**src/rtl/alu_pkg.sv**
```systemverilog
// ============================================================================
// Module      : alu_pkg
// Description : Shared constants for the ALU issue sequencer. Holds the ALU
//               operation codes (shared with the ALU), the RV32I major opcodes,
//               the FSM state encodings and the immediate sign-extension helper.
// Revision    : 1.0 - initial release
// ============================================================================
`default_nettype none

package alu_pkg;

    // ALU operation codes, bit-exact with the ALU's decoder
    localparam logic [4:0] ALU_ADD    = 5'b00000;
    localparam logic [4:0] ALU_SUB    = 5'b00001;
    localparam logic [4:0] ALU_AND    = 5'b00010;
    localparam logic [4:0] ALU_OR     = 5'b00011;
    localparam logic [4:0] ALU_XOR    = 5'b00100;
    localparam logic [4:0] ALU_SLL    = 5'b00101;
    localparam logic [4:0] ALU_SRL    = 5'b00110;
    localparam logic [4:0] ALU_SLT    = 5'b00111;
    localparam logic [4:0] ALU_SRA    = 5'b01110;
    localparam logic [4:0] ALU_SLTU   = 5'b01111;
    localparam logic [4:0] ALU_SLL_12 = 5'b10000;
    localparam logic [4:0] ALU_SLL_I  = 5'b10001;
    localparam logic [4:0] ALU_SRL_I  = 5'b10010;
    localparam logic [4:0] ALU_SRA_I  = 5'b10011;

    // RV32I major opcodes handled by this block
    localparam logic [6:0] OPC_OP     = 7'b0110011;
    localparam logic [6:0] OPC_OP_IMM = 7'b0010011;
    localparam logic [6:0] OPC_LUI    = 7'b0110111;
    localparam logic [6:0] OPC_AUIPC  = 7'b0010111;

    // funct7 values that select the alternate (SUB / SRA) operations
    localparam logic [6:0] F7_BASE    = 7'b0000000;
    localparam logic [6:0] F7_ALT     = 7'b0100000;

    // Sequencer FSM states
    localparam logic [1:0] ST_IDLE    = 2'd0;
    localparam logic [1:0] ST_EXEC    = 2'd1;
    localparam logic [1:0] ST_CAPT    = 2'd2;
    localparam logic [1:0] ST_DONE    = 2'd3;

    // Sign-extend a 12-bit I-type immediate to 32 bits
    function automatic logic [31:0] sext12(input logic [11:0] imm);
        return {{20{imm[11]}}, imm};
    endfunction

endpackage

`default_nettype wire

```
**src/rtl/alu_decode.sv**
```systemverilog
// ============================================================================
// Module      : alu_decode
// Description : Combinational RV32I decoder. Maps instr/pc/rs1/rs2 onto the
//               ALU control code, operand A/B, destination register and an
//               illegal flag. Illegal encodings collapse to ADD 0,0 with rd=0
//               so they complete as a NOP.
// Revision    : 1.0 - initial release
// ============================================================================
`default_nettype none

module alu_decode
    import alu_pkg::*;
#(
    parameter int XLEN    = 32,
    parameter int SHAMT_W = 5
) (
    input  logic [31:0]     instr_i,
    input  logic [XLEN-1:0] pc_i,
    input  logic [XLEN-1:0] rs1_val_i,
    input  logic [XLEN-1:0] rs2_val_i,
    output logic [4:0]      ctr_o,
    output logic [XLEN-1:0] src_a_o,
    output logic [XLEN-1:0] src_b_o,
    output logic [4:0]      rd_o,
    output logic            illegal_o
);

    logic [6:0]      w_opcode;
    logic [2:0]      w_f3;
    logic [6:0]      w_f7;
    logic [XLEN-1:0] w_shamt;

    assign w_opcode = instr_i[6:0];
    assign w_f3     = instr_i[14:12];
    assign w_f7     = instr_i[31:25];
    assign w_shamt  = {{(XLEN-SHAMT_W){1'b0}}, instr_i[20 +: SHAMT_W]};

    // Decode the instruction fields into ALU control and operands
    always_comb begin
        ctr_o     = ALU_ADD;
        src_a_o   = '0;
        src_b_o   = '0;
        rd_o      = instr_i[11:7];
        illegal_o = 1'b0;

        case (w_opcode)
            OPC_OP: begin
                src_a_o = rs1_val_i;
                src_b_o = rs2_val_i;
                case (w_f3)
                    3'b000: begin
                        if (w_f7 == F7_BASE)     ctr_o = ALU_ADD;
                        else if (w_f7 == F7_ALT) ctr_o = ALU_SUB;
                        else                     illegal_o = 1'b1;
                    end
                    3'b101: begin
                        if (w_f7 == F7_BASE)     ctr_o = ALU_SRL;
                        else if (w_f7 == F7_ALT) ctr_o = ALU_SRA;
                        else                     illegal_o = 1'b1;
                    end
                    default: begin
                        // Only the base funct7 is valid for the remaining ops
                        if (w_f7 != F7_BASE) illegal_o = 1'b1;
                        case (w_f3)
                            3'b001:  ctr_o = ALU_SLL;
                            3'b010:  ctr_o = ALU_SLT;
                            3'b011:  ctr_o = ALU_SLTU;
                            3'b100:  ctr_o = ALU_XOR;
                            3'b110:  ctr_o = ALU_OR;
                            default: ctr_o = ALU_AND;
                        endcase
                    end
                endcase
            end
            OPC_OP_IMM: begin
                src_a_o = rs1_val_i;
                src_b_o = sext12(instr_i[31:20]);
                case (w_f3)
                    3'b000: ctr_o = ALU_ADD;
                    3'b010: ctr_o = ALU_SLT;
                    3'b011: ctr_o = ALU_SLTU;
                    3'b100: ctr_o = ALU_XOR;
                    3'b110: ctr_o = ALU_OR;
                    3'b111: ctr_o = ALU_AND;
                    3'b001: begin
                        src_b_o = w_shamt;
                        ctr_o   = ALU_SLL_I;
                        if (w_f7 != F7_BASE) illegal_o = 1'b1;
                    end
                    default: begin
                        // f3=101: instr[30] selects arithmetic right shift
                        src_b_o = w_shamt;
                        if (w_f7 == F7_BASE)     ctr_o = ALU_SRL_I;
                        else if (w_f7 == F7_ALT) ctr_o = ALU_SRA_I;
                        else                     illegal_o = 1'b1;
                    end
                endcase
            end
            OPC_LUI: begin
                // ALU shifts the 20-bit immediate into the upper bits
                ctr_o   = ALU_SLL_12;
                src_a_o = {{(XLEN-20){1'b0}}, instr_i[31:12]};
                src_b_o = '0;
            end
            OPC_AUIPC: begin
                ctr_o   = ALU_ADD;
                src_a_o = pc_i;
                src_b_o = {instr_i[31:12], 12'b0};
            end
            default: illegal_o = 1'b1;
        endcase

        // Illegal encodings become a harmless NOP: ADD 0,0 with no writeback
        if (illegal_o) begin
            ctr_o   = ALU_ADD;
            src_a_o = '0;
            src_b_o = '0;
            rd_o    = 5'd0;
        end
    end

endmodule

`default_nettype wire

```
**src/rtl/alu_issue_seq.sv**
```systemverilog
// ============================================================================
// Module      : alu_issue_seq
// Description : Issue/sequencer side of the ALU interface. Accepts one
//               instruction in IDLE, drives registered control/operands to
//               the ALU, waits the ALU's one-cycle latency, captures the
//               result and hands it out with rd on a valid/ready port.
//               Optional macro ALU_ISSUE_ILLEGAL_EN adds the out_illegal port.
// Revision    : 1.0 - initial release
// ============================================================================
`default_nettype none

module alu_issue_seq
    import alu_pkg::*;
#(
    parameter int XLEN    = 32,
    parameter int SHAMT_W = 5
) (
    input  logic            clk,
    input  logic            resetn,
    input  logic            in_valid,
    output logic            in_ready,
    input  logic [31:0]     in_instr,
    input  logic [XLEN-1:0] in_pc,
    input  logic [XLEN-1:0] in_rs1_val,
    input  logic [XLEN-1:0] in_rs2_val,
    output logic [4:0]      ALU_ctr,
    output logic [XLEN-1:0] ALU_srcA,
    output logic [XLEN-1:0] ALU_srcB,
    input  logic [XLEN-1:0] ALU_resp,
    output logic            out_valid,
    input  logic            out_ready,
    output logic [XLEN-1:0] out_result,
`ifdef ALU_ISSUE_ILLEGAL_EN
    output logic            out_illegal,
`endif
    output logic [4:0]      out_rd
);

    logic [4:0]      dec_ctr;
    logic [XLEN-1:0] dec_src_a;
    logic [XLEN-1:0] dec_src_b;
    logic [4:0]      dec_rd;
    logic            dec_illegal;

    alu_decode #(
        .XLEN    (XLEN),
        .SHAMT_W (SHAMT_W)
    ) u_decode (
        .instr_i   (in_instr),
        .pc_i      (in_pc),
        .rs1_val_i (in_rs1_val),
        .rs2_val_i (in_rs2_val),
        .ctr_o     (dec_ctr),
        .src_a_o   (dec_src_a),
        .src_b_o   (dec_src_b),
        .rd_o      (dec_rd),
        .illegal_o (dec_illegal)
    );

    logic [1:0]      state_q,    state_d;
    logic            in_ready_q, in_ready_d;
    logic [4:0]      ctr_q,      ctr_d;
    logic [XLEN-1:0] src_a_q,    src_a_d;
    logic [XLEN-1:0] src_b_q,    src_b_d;
    logic [4:0]      rd_q,       rd_d;
    logic [XLEN-1:0] result_q,   result_d;
    logic            valid_q,    valid_d;
    logic            accept;

    assign accept = (state_q == ST_IDLE) && in_valid && in_ready_q;

    // Next-state and datapath-register update for the issue FSM
    always_comb begin
        state_d  = state_q;
        ctr_d    = ctr_q;
        src_a_d  = src_a_q;
        src_b_d  = src_b_q;
        rd_d     = rd_q;
        result_d = result_q;
        valid_d  = valid_q;

        case (state_q)
            ST_IDLE: begin
                if (accept) begin
                    ctr_d   = dec_ctr;
                    src_a_d = dec_src_a;
                    src_b_d = dec_src_b;
                    rd_d    = dec_rd;
                    state_d = ST_EXEC;
                end
            end
            ST_EXEC: state_d = ST_CAPT;
            ST_CAPT: begin
                result_d = ALU_resp;
                valid_d  = 1'b1;
                state_d  = ST_DONE;
            end
            default: begin
                if (out_ready) begin
                    valid_d = 1'b0;
                    state_d = ST_IDLE;
                end
            end
        endcase

        // Ready is a registered copy of "next state is IDLE", so it rises one
        // edge after reset release and one edge after the result handshake
        in_ready_d = (state_d == ST_IDLE);
    end

    // State and output registers; reset drops any in-flight instruction
    always_ff @(posedge clk or negedge resetn) begin
        if (!resetn) begin
            state_q    <= ST_IDLE;
            in_ready_q <= 1'b0;
            ctr_q      <= ALU_ADD;
            src_a_q    <= '0;
            src_b_q    <= '0;
            rd_q       <= 5'd0;
            result_q   <= '0;
            valid_q    <= 1'b0;
        end else begin
            state_q    <= state_d;
            in_ready_q <= in_ready_d;
            ctr_q      <= ctr_d;
            src_a_q    <= src_a_d;
            src_b_q    <= src_b_d;
            rd_q       <= rd_d;
            result_q   <= result_d;
            valid_q    <= valid_d;
        end
    end

`ifdef ALU_ISSUE_ILLEGAL_EN
    logic ill_pend_q;
    logic ill_q;

    // Carry the illegal flag from accept to capture, then present it with the result
    always_ff @(posedge clk or negedge resetn) begin
        if (!resetn) begin
            ill_pend_q <= 1'b0;
            ill_q      <= 1'b0;
        end else begin
            if (accept)
                ill_pend_q <= dec_illegal;
            if (state_q == ST_CAPT)
                ill_q <= ill_pend_q;
            else if (state_q == ST_DONE && out_ready)
                ill_q <= 1'b0;
        end
    end

    assign out_illegal = ill_q;
`else
    // Decoder already turns illegal encodings into a NOP; the flag itself is not exported
    logic unused_illegal;
    assign unused_illegal = dec_illegal;
`endif

    assign in_ready   = in_ready_q;
    assign ALU_ctr    = ctr_q;
    assign ALU_srcA   = src_a_q;
    assign ALU_srcB   = src_b_q;
    assign out_valid  = valid_q;
    assign out_result = result_q;
    assign out_rd     = rd_q;

endmodule

`default_nettype wire

```
**config.mk**
```make
export PLATFORM = sky130hd
export DESIGN_NAME = alu_issue_seq
export DESIGN_NICKNAME = d
export VERILOG_FILES = /design/src/rtl/alu_pkg.sv /design/src/rtl/alu_decode.sv /design/src/rtl/alu_issue_seq.sv
export SDC_FILE = /design/constraint.sdc
export NUM_CORES = 1
export LEC_CHECK = 0
export CAP_MARGIN = 15
export CORE_UTILIZATION = 41
export DETAILED_ROUTE_END_ITERATION = 8
export PLACE_DENSITY_LB_ADDON = 0.05
export SYNTH_ARGS = -nofsm -noshare
export SYNTH_HDL_FRONTEND = slang
export SYNTH_SLANG_ARGS = --single-unit
```
**constraint.sdc**
```tcl
create_clock -name clk -period 2.7 [get_ports clk]
set_clock_uncertainty 0.2 [all_clocks]
set_input_delay 0.405 -clock clk [delete_from_list [all_inputs] [get_ports clk]]
set_output_delay 0.405 -clock clk [all_outputs]
set_load 0.05 [all_outputs]
```
## Word-level counts from Yosys, hierarchy flattened

Index checks and enable logic that the tools add are counted.

| word-level totals | value |
|---|---|
| register bits | 110 |
| bits of input ports | 164 |
| output and inout port bits | 108 |
| word-level logic and storage cells | 66 |

| cells by class | value |
|---|---|
| equal/unequal tests | 14 |
| multiplexer cells | 28 |
| bitwise operators | 1 |
| reduce and logical (&&, ||, !) cells | 15 |

Operators by type and width:

| cell | count |
|---|---|
| case mux 32 bit (3 select lines) | 2 |
| two-way mux 32 bit | 3 |
| case mux 5 bit (7 select lines) | 1 |
| two-way mux 5 bit | 6 |
| == test 7 x 6 -> 1 bit (second input constant) | 3 |
| case mux 4 bit (5 select lines) | 1 |
| case mux 5 bit (3 select lines) | 1 |
| == test 7 x 5 -> 1 bit (second input constant) | 2 |
| == test 3 bit (second input constant) | 4 |
| case mux 5 bit (2 select lines) | 1 |
| OR reduction 2 bit | 4 |
| logical NOT 7 bit | 1 |
| nonzero test 7 bit | 1 |
| == test 3 x 2 -> 1 bit (second input constant) | 2 |
| two-way mux 1 bit | 6 |
| case mux 2 bit (3 select lines) | 1 |
| OR reduction 6 bit | 1 |
| logical NOT 2 bit | 2 |
| two-way mux 2 bit | 2 |
| two-way mux 4 bit | 1 |
| case mux 1 bit (2 select lines) | 2 |
| AND reduction 2 bit | 2 |
| == test 3 x 1 -> 1 bit (second input constant) | 1 |
| logical NOT 3 bit | 1 |
| other kinds (6) | 7 |

## Logic depth before layout (Yosys ltp)

Gate-level depths: netlist of run 1.

| depth | value |
|---|---|
| word-level depth | 6 |
| depth in mapped cells | 8 |
| gate-level depth less buffers | 6 |

## Hierarchy

A second synthesis of run 1 with hierarchy kept.

| second synthesis, totals | value |
|---|---|
| cell total of the unflattened synthesis | 541 |
| area total of the unflattened synthesis | 6,130.9 um^2 |

By module, submodules not included:

| module | instances | cells each | area each (um^2) |
|---|---|---|---|
| alu_issue_seq | 1 | 246 | 4,357.9 |
| alu_decode | 1 | 295 | 1,773.0 |

## Worst setup path before layout of run 1

No wires, ideal clock.

| timing | value |
|---|---|
| path kind | input to register |
| from | in in_instr[12] |
| to | reg src_a_q[28] (netlist: ALU_srcA[28]) |
| arrival time | 1.695 ns |
| data required time | 2.408 ns |
| slack | 0.713 ns |
| stages | 8 |
| cell sequence | buf_2 xor2_1 o21a_1 o22ai_2 o21ai_2 buf_6 buf_8 o31ai_2 |

| between the ends | value |
|---|---|
| word-level cells in the longest chain between the ends | 5 |

Ends and longest elaborated chain:

| what | RTL line | RTL |
|---|---|---|
| start: declaration | alu_issue_seq.sv:22 | `input logic [31:0] in_instr,` |
| == test 3 x 2 -> 1 bit, or another cell as far along | alu_decode.sv:78 | `case (w_f3)` |
| OR reduction 6 bit (no source line) or OR reduction 2 bit (tied branches) | n/a |  |
| case mux 1 bit (2 select lines) or two-way mux 1 bit (tied branches) | n/a |  |
| case mux 1 bit (3 select lines) * | alu_decode.sv:46 | `case (w_opcode)` |
| two-way mux 32 bit * | alu_decode.sv:114 | `if (illegal_o) begin` |
| end signal: assignment | alu_issue_seq.sv:126 | `src_a_q <= src_a_d;` |
| end: declaration | alu_issue_seq.sv:63 | `logic [XLEN-1:0] src_a_q, src_a_d;` |

Every way passes the cells marked *; elsewhere a longest branch is shown, timed or not.
A chain may end at the register's enable or synchronous reset.

## Final worst setup path of run 1

| timing | value |
|---|---|
| from | in in_instr[25] |
| to | reg src_b_q[23] (netlist: ALU_srcB[23]) |

| between the ends | value |
|---|---|
| word-level cells in the longest chain between the ends | 6 |

Ends and longest elaborated chain:

| what | RTL line | RTL |
|---|---|---|
| == test 7 x 6 -> 1 bit | alu_decode.sv:53, alu_decode.sv:58, alu_decode.sv:94 |  |
| two-way mux 1 bit | alu_decode.sv:53, alu_decode.sv:58, alu_decode.sv:94 |  |
| two-way mux 1 bit | alu_decode.sv:93 | `if (w_f7 == F7_BASE) ctr_o = ALU_SRL_I;` |
| case mux 1 bit (2 select lines) or two-way mux 1 bit (tied branches) | n/a |  |
| case mux 1 bit (3 select lines) * | alu_decode.sv:46 |  |
| two-way mux 32 bit * | alu_decode.sv:114 |  |
| end signal: assignment | alu_issue_seq.sv:127 | `src_b_q <= src_b_d;` |
| end: declaration | alu_issue_seq.sv:64 | `logic [XLEN-1:0] src_b_q, src_b_d;` |

Marked as above.

==> results of run 1 <==
-- metrics by stage --
stage / worst slack, ps / cell area, sq um / total power [W] / TNS, ps
after global routing: 108.5 / 8747 / 0.006895 / 0
after CTS: 334.7 / 8747 / 0.006657 / 0
after global placement: 49.50 / 8434 / 0.005205 / 0
after floorplan: 713.2 / 5460 / 0.004087 / 0
after detailed placement: -45.90 / 8434 / 0.005275 / -182.8
final: 286.3 / 8747 / 0.006589 / 0
-- layout make-up --
type,instances,area [sq um]
Tap cell,172,215.2
Sequential cell,110,2753
Clock buffer,13,260.3
Multi-Input combinational cell,399,2491
Inverter,6,22.52
Fill cell,1090,4078
Timing Repair Buffer,299,2963
Clock inverter,3,42.54
-- cell families after synthesis --
kind of cell,count (synthesis)
muxes,58
buffers and inverters,55
adders and majority gates,4
xor gates and xnor gates,1
and+or+nand+nor,164
AOI/OAI and AO/OA,172
DFF,110
-- metal layers --
metal,track usage [%],share of wire [%],vias up
li1,-,-,2495
met2,43.05,49,217
met5,0,0,-
met3,6.907,7.4,39
met1,33.04,40,2485
met4,12.34,3.3,0
-- how the worst min path moves through the flow --
stage,to
2_1_floorplan,ALU_ctr[0]
3_3_place_gp,ALU_srcB[0]
3_5_place_dp,out_result[9]
4_1_cts,ALU_srcA[20]
5_1_grt,ALU_srcA[20]
6_report,ALU_srcA[20]
-- power groups by stage --
| stage | combinational, W | clock (W) | sequential (W) |
|---|---|---|---|
| after floorplan | 0.000835 | 0 | 0.00325 |
| after global placement | 0.00304 | 0 | 0.00217 |
| after detailed placement | 0.00309 | 0 | 0.00219 |
| after CTS | 0.00310 | 0.00139 | 0.00217 |
| after global routing | 0.00324 | 0.00146 | 0.00220 |
| final | 0.00308 | 0.00135 | 0.00216 |
-- worst max-delay path: cells and delay by family --
family | cells | cell delay (ps)
AO/OA/AOI/OAI | 4 | 1100
buffers and inverters | 1 | 470
AND/OR/NAND/NOR | 1 | 480
-- registers in the layout, summed over array words and instances (netlist names) --
register / count
ALU_srcA: 32
ALU_srcB: 32
out_result: 32
ALU_ctr: 5
out_rd: 5
state_q: 2
in_ready: 1
out_valid: 1
-- layout by cell type, fill, tap and decap left out, types with 7 or more instances in the layout --
cell type        synthesis  layout
o211ai_1                20      20
clkbuf_16                0       9
buf_4                    0      24
o31ai_1                 23      23
and2_1                   7       7
nand2_1                122     122
clkdlybuf4s50_1          0     268
mux2_2                  32      32
nor2_1                  10      10
nor2b_1                 13      12
mux2i_1                 26      26
dfrtp_1                110     110
a31oi_1                 15      15
a21oi_1                 50      50
o21ai_0                 48      48
==> results.cfg, run 1 <==
[status]
status = finished, final reports clean

[clock_network]
cts_sinks = 110
cts_buffer_depth = 2
numCtsBuffers = 9
cts_setup_buffers = 0
cts-root-buf = clkbuf_16
clk_pin_slew_ps = 70
cts_resized = 0
ctsHoldBuffers = 1
cts_tree = yes
cts_htree_levels = 3
clkLatencyLatePin_ps = 350

[layout]
finalNetCount = 993
instances_no_fill = 1002
finish.utilization_pct = 68.20
drive_gt1_share_pct = 10.60
antenna_cells = 0
syn_to_final_growth_pct = 60.20

[setup_path]
r2r_cells = 6
startpoint_type = input pin
crit_end = ALU_srcB[23]
critPathLaunch = in_instr[25]
critPathRequiredTime_ps = 2760
worstPathCellList = clkdlybuf4s50_1 > nor4_4 > a31oi_1 > o22ai_2 > o211ai_2 > o21ai_0
worstPathArrival_ps = 2470
max_stage_delay_ps = 480
path_max_fanout = 19
r2r_start = state_q[0]
ff2ff_setup_slack_ps = 710
cp-end-kind = flip-flop
path_class = input pin to flip-flop
cp_slowest_cell = nor4_4
r2r-end = ALU_srcB[23]

[grt]
antenna_found_initial = 0
grt_max_degree = 77
grt.total_usage_pct = 26.55
grt_overflow = 0
grt_pass1_wl_microns = 28570
grt_pass1_vias = 5410

[job]
drv_cap = 0

[sta]
drv_slew = 0
max_freq_mhz = 414.3
setup_viol_count_final = 0
hold_violations = 0
tightest_slew_ps = 708.7
final.min_clock_period_ps = 2414
slew-limit-headroom_pct = 52.61
rsz0062_at_grt = no
finalCritPeriodShare_pct = 89.40
hold_ws_ps = 276.5

[synth]
synth.most_common_cell = nand2_1
synth-compound-area-share_pct = 19.64
synth-xor-area-share_pct = 0.1604
syn_inst = 564
ys_top_cells_by_area = dfrtp_1 50%, nand2_1 8.4%, mux2_2 6.6%
ys_ff_latch = 110
synth-edff-count = 0
synth.area.mux_share_pct = 11.37
synth.avg_cell_area_sq_um = 9.681
yosys.area_share.simple_pct = 13.13
synth_cell_types = 43
yosys.area.top_type_share_pct = 50.41
synth_flop_cell = dfrtp_1
synthArstFlopShare_pct = 100.0
synth_top_family_by_area = compound AO/OA/AOI/OAI gates
synth_nets = 732
synth_seq_area_share_pct = 50.41
syn-cell-area_sq_mm = 0.005460
synth_fa_ha_area_share_pct = 0.9166
ys_top_cells_by_count = 122 x nand2_1, 110 x dfrtp_1, 50 x a21oi_1, 48 x o21ai_0, 32 x mux2_2
yosys.area.top_type = dfrtp_1
yosys_warnings = 0

[routing]
ant_nets = 0
post_drt_via_cell_ratio = 5.226
wirelength_microns = 17710
vias = 5236
wl_per_cell_microns = 17.67
dr.pass1.iters = 5
drc = 0
drt_iter0_drc = 287

[power]
ir_worst_vdd_uv = 800.8
pwr-share-clk_pct = 20.5
p_int_w = 0.003965
p_sw_share_pct = 39.82
seqPwrFrac_pct = 32.8
p_switching_w = 0.002624
power_density_mw_per_mm2 = 753.3
power_frac_comb_pct = 46.7
p_leak_nw = 3.589

[placed_design]
hpwl_microns = 13160
port_buffers = 271
gp_congestion = 0.8824
dp.cells = 985

[floorplan]
dieArea_sq_mm = 0.01378
pin_count = 272
num_rows = 41
core-area_sq_mm = 0.01282
die_h_microns = 117.4
initial_core_util_pct = 42.58
die_w_microns = 117.4

[min_path]
min_path_type = flip-flop to flip-flop
min-delay-start = ALU_srcA[20]
whs_path_depth = 2
(Power assumes the default switching activity.)
==> run 2: changes to the inputs <==
CTS_BUF_LIST = sky130_fd_sc_hd__clkbuf_8   (was unset)
==> run 2 against run 1 <==
First-iteration DRC count rose by 5.6%. Total power fell by 4.9%. Flip-flop and latch count did not move. Non-clock buffer count did not move. Largest power group unchanged. Final area fell by 1.2%.
==> results.cfg, run 2 (synthesis results as in run 1) <==
[setup_path]
critPathRequiredTime_ps = 2790
cp_slowest_cell = clkdlybuf4s50_1
worstPathCellList = clkdlybuf4s50_1 > nor4_4 > a31oi_1 > o22ai_2 > o211ai_2 > o21ai_0
cp-end-kind = flip-flop
max_stage_delay_ps = 480
crit_family = compound AO/OA/AOI/OAI gates
path_max_fanout = 19
startpoint_type = input pin
worstPathArrival_ps = 2460
path_buf_inv = 1
path_class = input pin to flip-flop

[placed_design]
dp.cells = 985
hpwl_microns = 13160
port_buffers = 271
gp_congestion = 0.8824

[power]
ir_worst_vdd_uv = 850.1
p_leak_nw = 3.551
power_density_mw_per_mm2 = 724.5

[grt]
grt_max_degree = 77
antenna_found_initial = 0
grt.total_usage_pct = 26.42
grt_pass1_wl_microns = 28470
grt_overflow = 0
grt_pass1_vias = 5379

[layout]
instances_no_fill = 1002
finalNetCount = 993
antenna_cells = 0
final_common_cell = clkdlybuf4s50_1
syn_to_final_growth_pct = 58.34
final_cell_mix = 268 x clkdlybuf4s50_1, 122 x nand2_1, 110 x dfrtp_1
drive_gt1_share_pct = 10.60
finish.utilization_pct = 67.41

[sta]
slew-limit-headroom_pct = 52.88
drv_slew = 0
rsz0062_at_grt = no
max_freq_mhz = 422.5
finalCritPeriodShare_pct = 87.66
final.min_clock_period_ps = 2367
setup_viol_count_final = 0
hold_violations = 0
tightest_slew_ps = 704.8

[floorplan]
die_w_microns = 117.4
num_rows = 41
initial_core_util_pct = 42.58
dieArea_sq_mm = 0.01378
die_h_microns = 117.4
pin_count = 272
core-area_sq_mm = 0.01282

[clock_network]
cts_setup_buffers = 0
cts_sinks = 110
cts_htree_levels = 3
numCtsBuffers = 9
clk_pin_slew_ps = 100
clkLatencyLatePin_ps = 380
cts_tree = yes
cts_buffer_depth = 2
cts-root-buf = clkbuf_8

[routing]
wl_per_cell_microns = 17.71
vias = 5215
drc = 0
wirelength_microns = 17750
drt_iter0_drc = 303
post_drt_via_cell_ratio = 5.205
ant_nets = 0
dr.pass1.iters = 4

[min_path]
min_path_type = flip-flop to flip-flop

[job]
drv_cap = 0

[status]
status = finished, final reports clean
-- run 2: cell types whose count changed in the layout (fill, tap and decap cells not counted) --
| cell | delta |
|---|---|
| clkbuf_1 | -2 |
| clkbuf_16 | -9 |
| inv_1 | +2 |
| clkbuf_8 | +9 |
-- run 2: worst min-delay path: cells and delay by family (launching register included) --
kind / cells / cell delay [ps]
DFF: 1 / 350
and+or+nand+nor: 1 / 50
AOI/OAI and AO/OA: 1 / 50
-- run 2: timing repair --
action                    CTS  global route
hold endpoints to repair   49             0
hold buffers                1             0
resized for setup           0             0
-- run 2: power breakdown --
group | total (W) | switching, W | internal, W
logic | 0.00307 | 0.00186 | 0.00122
registers | 0.00216 | 0.000183 | 0.00198
clock network | 0.00103 | 0.000559 | 0.000472
-- run 2: final cells by class --
cell class / count / area, sq um
Tap cell: 172 / 215.2
Timing Repair Buffer: 299 / 2963
Clock buffer: 11 / 151.4
Fill cell: 1093 / 4179
Inverter: 6 / 22.52
Sequential cell: 110 / 2753
Clock inverter: 5 / 50.05
Multi-Input combinational cell: 399 / 2491
-- run 2: routing by layer --
layer	vias to the layer above	track usage (%)	wire, microns
met1	2482	33.35	7329
met4	0	13.15	637
met2	206	42.16	8530
li1	2487	-	-
met3	40	6.469	1252
met5	-	0	0
-- run 2: stage by stage --
stage               cell area, sq um  total power [W]  setup WS, ps  TNS, ps  hold slack [ps]
global route                    8646         0.006554         157.0        0            314.9
global placement                8434         0.005205         49.50        0            260.0
floorplan                       5460         0.004087         713.2        0           -90.59
finish                          8646         0.006264         333.3        0            283.4
detailed placement              8434         0.005275        -45.90   -182.8            266.1
CTS                             8646         0.006319         385.8        0            289.4
-- run 2: final timing paths --
| check | start | endpoint | slack, ps | depth (start not counted) |
|---|---|---|---|---|
| min in group asynchronous | resetn | out_result[9] | 380 | 2 |
| hold reg to reg | ALU_srcA[20] | ALU_srcA[20] | 280 | 2 |
| setup / recovery | in_instr[25] | ALU_srcB[23] | 330 | 6 |
| hold / removal | ALU_srcA[20] | ALU_srcA[20] | 280 | 2 |
| setup reg to reg | state_q[0] | ALU_srcB[23] | 710 | 6 |
| max in group asynchronous | resetn | ALU_srcB[2] | 1170 | 3 |
==> run 3: changes to the inputs <==
ABC_AREA = 1   (was unset)
CELL_PAD_IN_SITES_DETAIL_PLACEMENT = 0   (was unset)
CELL_PAD_IN_SITES_GLOBAL_PLACEMENT = 1   (was unset)
CORE_UTILIZATION = 29   (was 41)
GPL_ROUTABILITY_DRIVEN = 0   (was unset)
==> run 3 against run 2 <==
Core utilization fell by 20 points. Largest cell class unchanged. Largest power group unchanged. Flip-flop and latch count unchanged. Combinational power decreased by 17%.
==> results.cfg, run 3 <==
[routing]
ant_nets = 0
post_drt_via_cell_ratio = 4.529
vias = 5983
wirelength_microns = 21230
drc = 0
wl_per_cell_microns = 16.07
dr.pass1.iters = 4
drt_iter0_drc = 282

[synth]
yosys.area.top_type_share_pct = 48.39
synthArstFlopShare_pct = 100.0
synth_seq_area_share_pct = 48.39
ys_ff_latch = 110
synth_nets = 957
ys_top_cells_by_count = 414 x nand2_1, 110 x dfrtp_1, 82 x nand3_1, 45 x o21ai_1, 22 x clkbuf_1
synth_cell_types = 25
synth-edff-count = 0
synth_flop_cell = dfrtp_1
synth.most_common_cell = nand2_1
yosys.area.top_type = dfrtp_1
ys_top_cells_by_area = dfrtp_1 48%, nand2_1 27%, nand3_1 7.2%
syn_inst = 789
syn-cell-area_sq_mm = 0.005688
synth.avg_cell_area_sq_um = 7.209
yosys_warnings = 0

[sta]
hold_violations = 0
tightest_slew_ps = 588.4
final.min_clock_period_ps = 2244
setup_ws_ps = 456.2
max_freq_mhz = 445.7
finalCritPeriodShare_pct = 83.10
drv_slew = 0
setup_viol_count_final = 0
slew-limit-headroom_pct = 60.77
setup-tns-final_ps = 0
rsz0062_at_grt = no

[floorplan]
core-area_sq_mm = 0.01896
initial_core_util_pct = 30.01
dieArea_sq_mm = 0.02018
num_rows = 50
pin_count = 272
die_h_microns = 142.1
die_w_microns = 142.1

[power]
ir_worst_vdd_uv = 364.7
power_density_mw_per_mm2 = 632.6
p_leak_nw = 4.012

[layout]
num-fill-cells = 1927
final_common_cell = nand2_1
final_cell_mix = 414 x nand2_1, 270 x clkdlybuf4s50_1, 110 x dfrtp_1
drive_gt1_share_pct = 6.698
syn_to_final_growth_pct = 58.60
finalNetCount = 1223

[job]
drv_cap = 0

[clock_network]
numCtsBuffers = 9
clk_pin_slew_ps = 120
cts_htree_levels = 3
cts_resized = 0
clkLatencyLatePin_ps = 390
cts_setup_buffers = 0
cts_tree = yes
cts_buffer_depth = 2
cts-root-buf = clkbuf_8
cts_sinks = 110
ctsHoldBuffers = 1

[setup_path]
path_buf_inv = 1
path_class = flip-flop to primary output
max_stage_delay_ps = 840
path_max_fanout = 2
worstPathCellList = clkdlybuf4s50_1
worstPathArrival_ps = 1640
critPathRequiredTime_ps = 2100
cp-end-kind = primary output
startpoint_type = flip-flop
cp_slowest_cell = clkdlybuf4s50_1
crit_family = buffers and inverters

[placed_design]
hpwl_microns = 15640
place_ws_ps = 140.3
port_buffers = 271

[min_path]
min_path_type = input pin to asynchronous set/reset pin

[grt]
grt_overflow = 0
grt.total_usage_pct = 21.09
antenna_found_initial = 1
grt_max_degree = 57
grt_pass1_vias = 5760
grt_pass1_wl_microns = 32370

[status]
status = finished, final reports clean
run 3: cell types whose count changed after synthesis, moves of 20 or more:
cell	previous run	this run
mux2_2	32	0
a21oi_1	50	14
nand3_1	3	82
nand2_1	122	414
o31ai_1	23	0
o211ai_1	20	0
mux2i_1	26	0
o21ai_0	48	18
o21ai_1	0	45
run 3: layout make-up:
| cell class | count | area [sq um] | area share (%) |
|---|---|---|---|
| timing repair buffer | 302 | 3020 | 33.48 |
| sequential | 110 | 2753 | 30.51 |
| multi-input combinational | 608 | 2625 | 29.10 |
| tap | 260 | 325.3 | 3.606 |
| clock buffer | 9 | 123.9 | 1.373 |
| inverter | 24 | 90.09 | 0.9986 |
| clock inverter | 7 | 81.33 | 0.9015 |
| antenna | 1 | 2.502 | 0.02774 |
run 3: kinds of logic (layout without fill, tap and decap cells):
family                   Yosys count  count (layout)  synth area share (%)
buffers and inverters             71             342                 5.675
adder cells (fa/ha/maj)            4               4                0.8799
other                              0               1                     0
AND/OR/NAND/NOR                  523             523                 37.77
AO/OA/AOI/OAI                     81              81                 7.281
flip-flops                       110             110                 48.39
run 3: per-layer routing:
layer | GRT usage [%] | part of all wire (%)
met5 | 0 | 0
met4 | 6.621 | 1.5
met3 | 4.576 | 6.5
met2 | 34.52 | 46
met1 | 27.68 | 46
run 3: worst reg2reg max path, cell delays in order, from the launching register on:
cell and delay, ps:
dfrtp_1 440, inv_1 120, ha_1 270, nand3_4 120
buf_4 210, a21oi_2 190, buf_4 250, nand2_1 70
o21ai_0 160
run 3: metrics by stage:
stage               hold WS, ps  total power, W  area, sq um  instances  util, %
global route              209.5        0.006042         9021       1321    47.59
CTS                       197.5        0.005788         9019       1320    47.58
finish                    212.3        0.005707         9021       1321    47.59
floorplan                -90.59        0.003622         5688        789        -
detailed placement        95.79        0.004695         8803       1303    46.44
global placement          99.24        0.004686         8803       1303    46.44
run 3: where the power goes:
part           internal (W)  switching (W)
Sequential          0.00192       0.000145
Combinational      0.000879        0.00168
Clock              0.000380       0.000695
Total               0.00318        0.00252
run 3: worst paths after layout:
kind                                startpoint              to  slack, ps  cells past startpoint
worst min-delay path                    resetn    ALU_srcA[24]        210                      2
worst min register to register  out_result[12]  out_result[12]        280                      2
min in group clk                out_result[12]  out_result[12]        280                      2
worst max-delay path                  in_ready        in_ready        460                      1
max in group asynchronous               resetn     ALU_srcB[4]       1430                      3
worst max register to register      state_q[0]    ALU_srcB[17]        580                      8
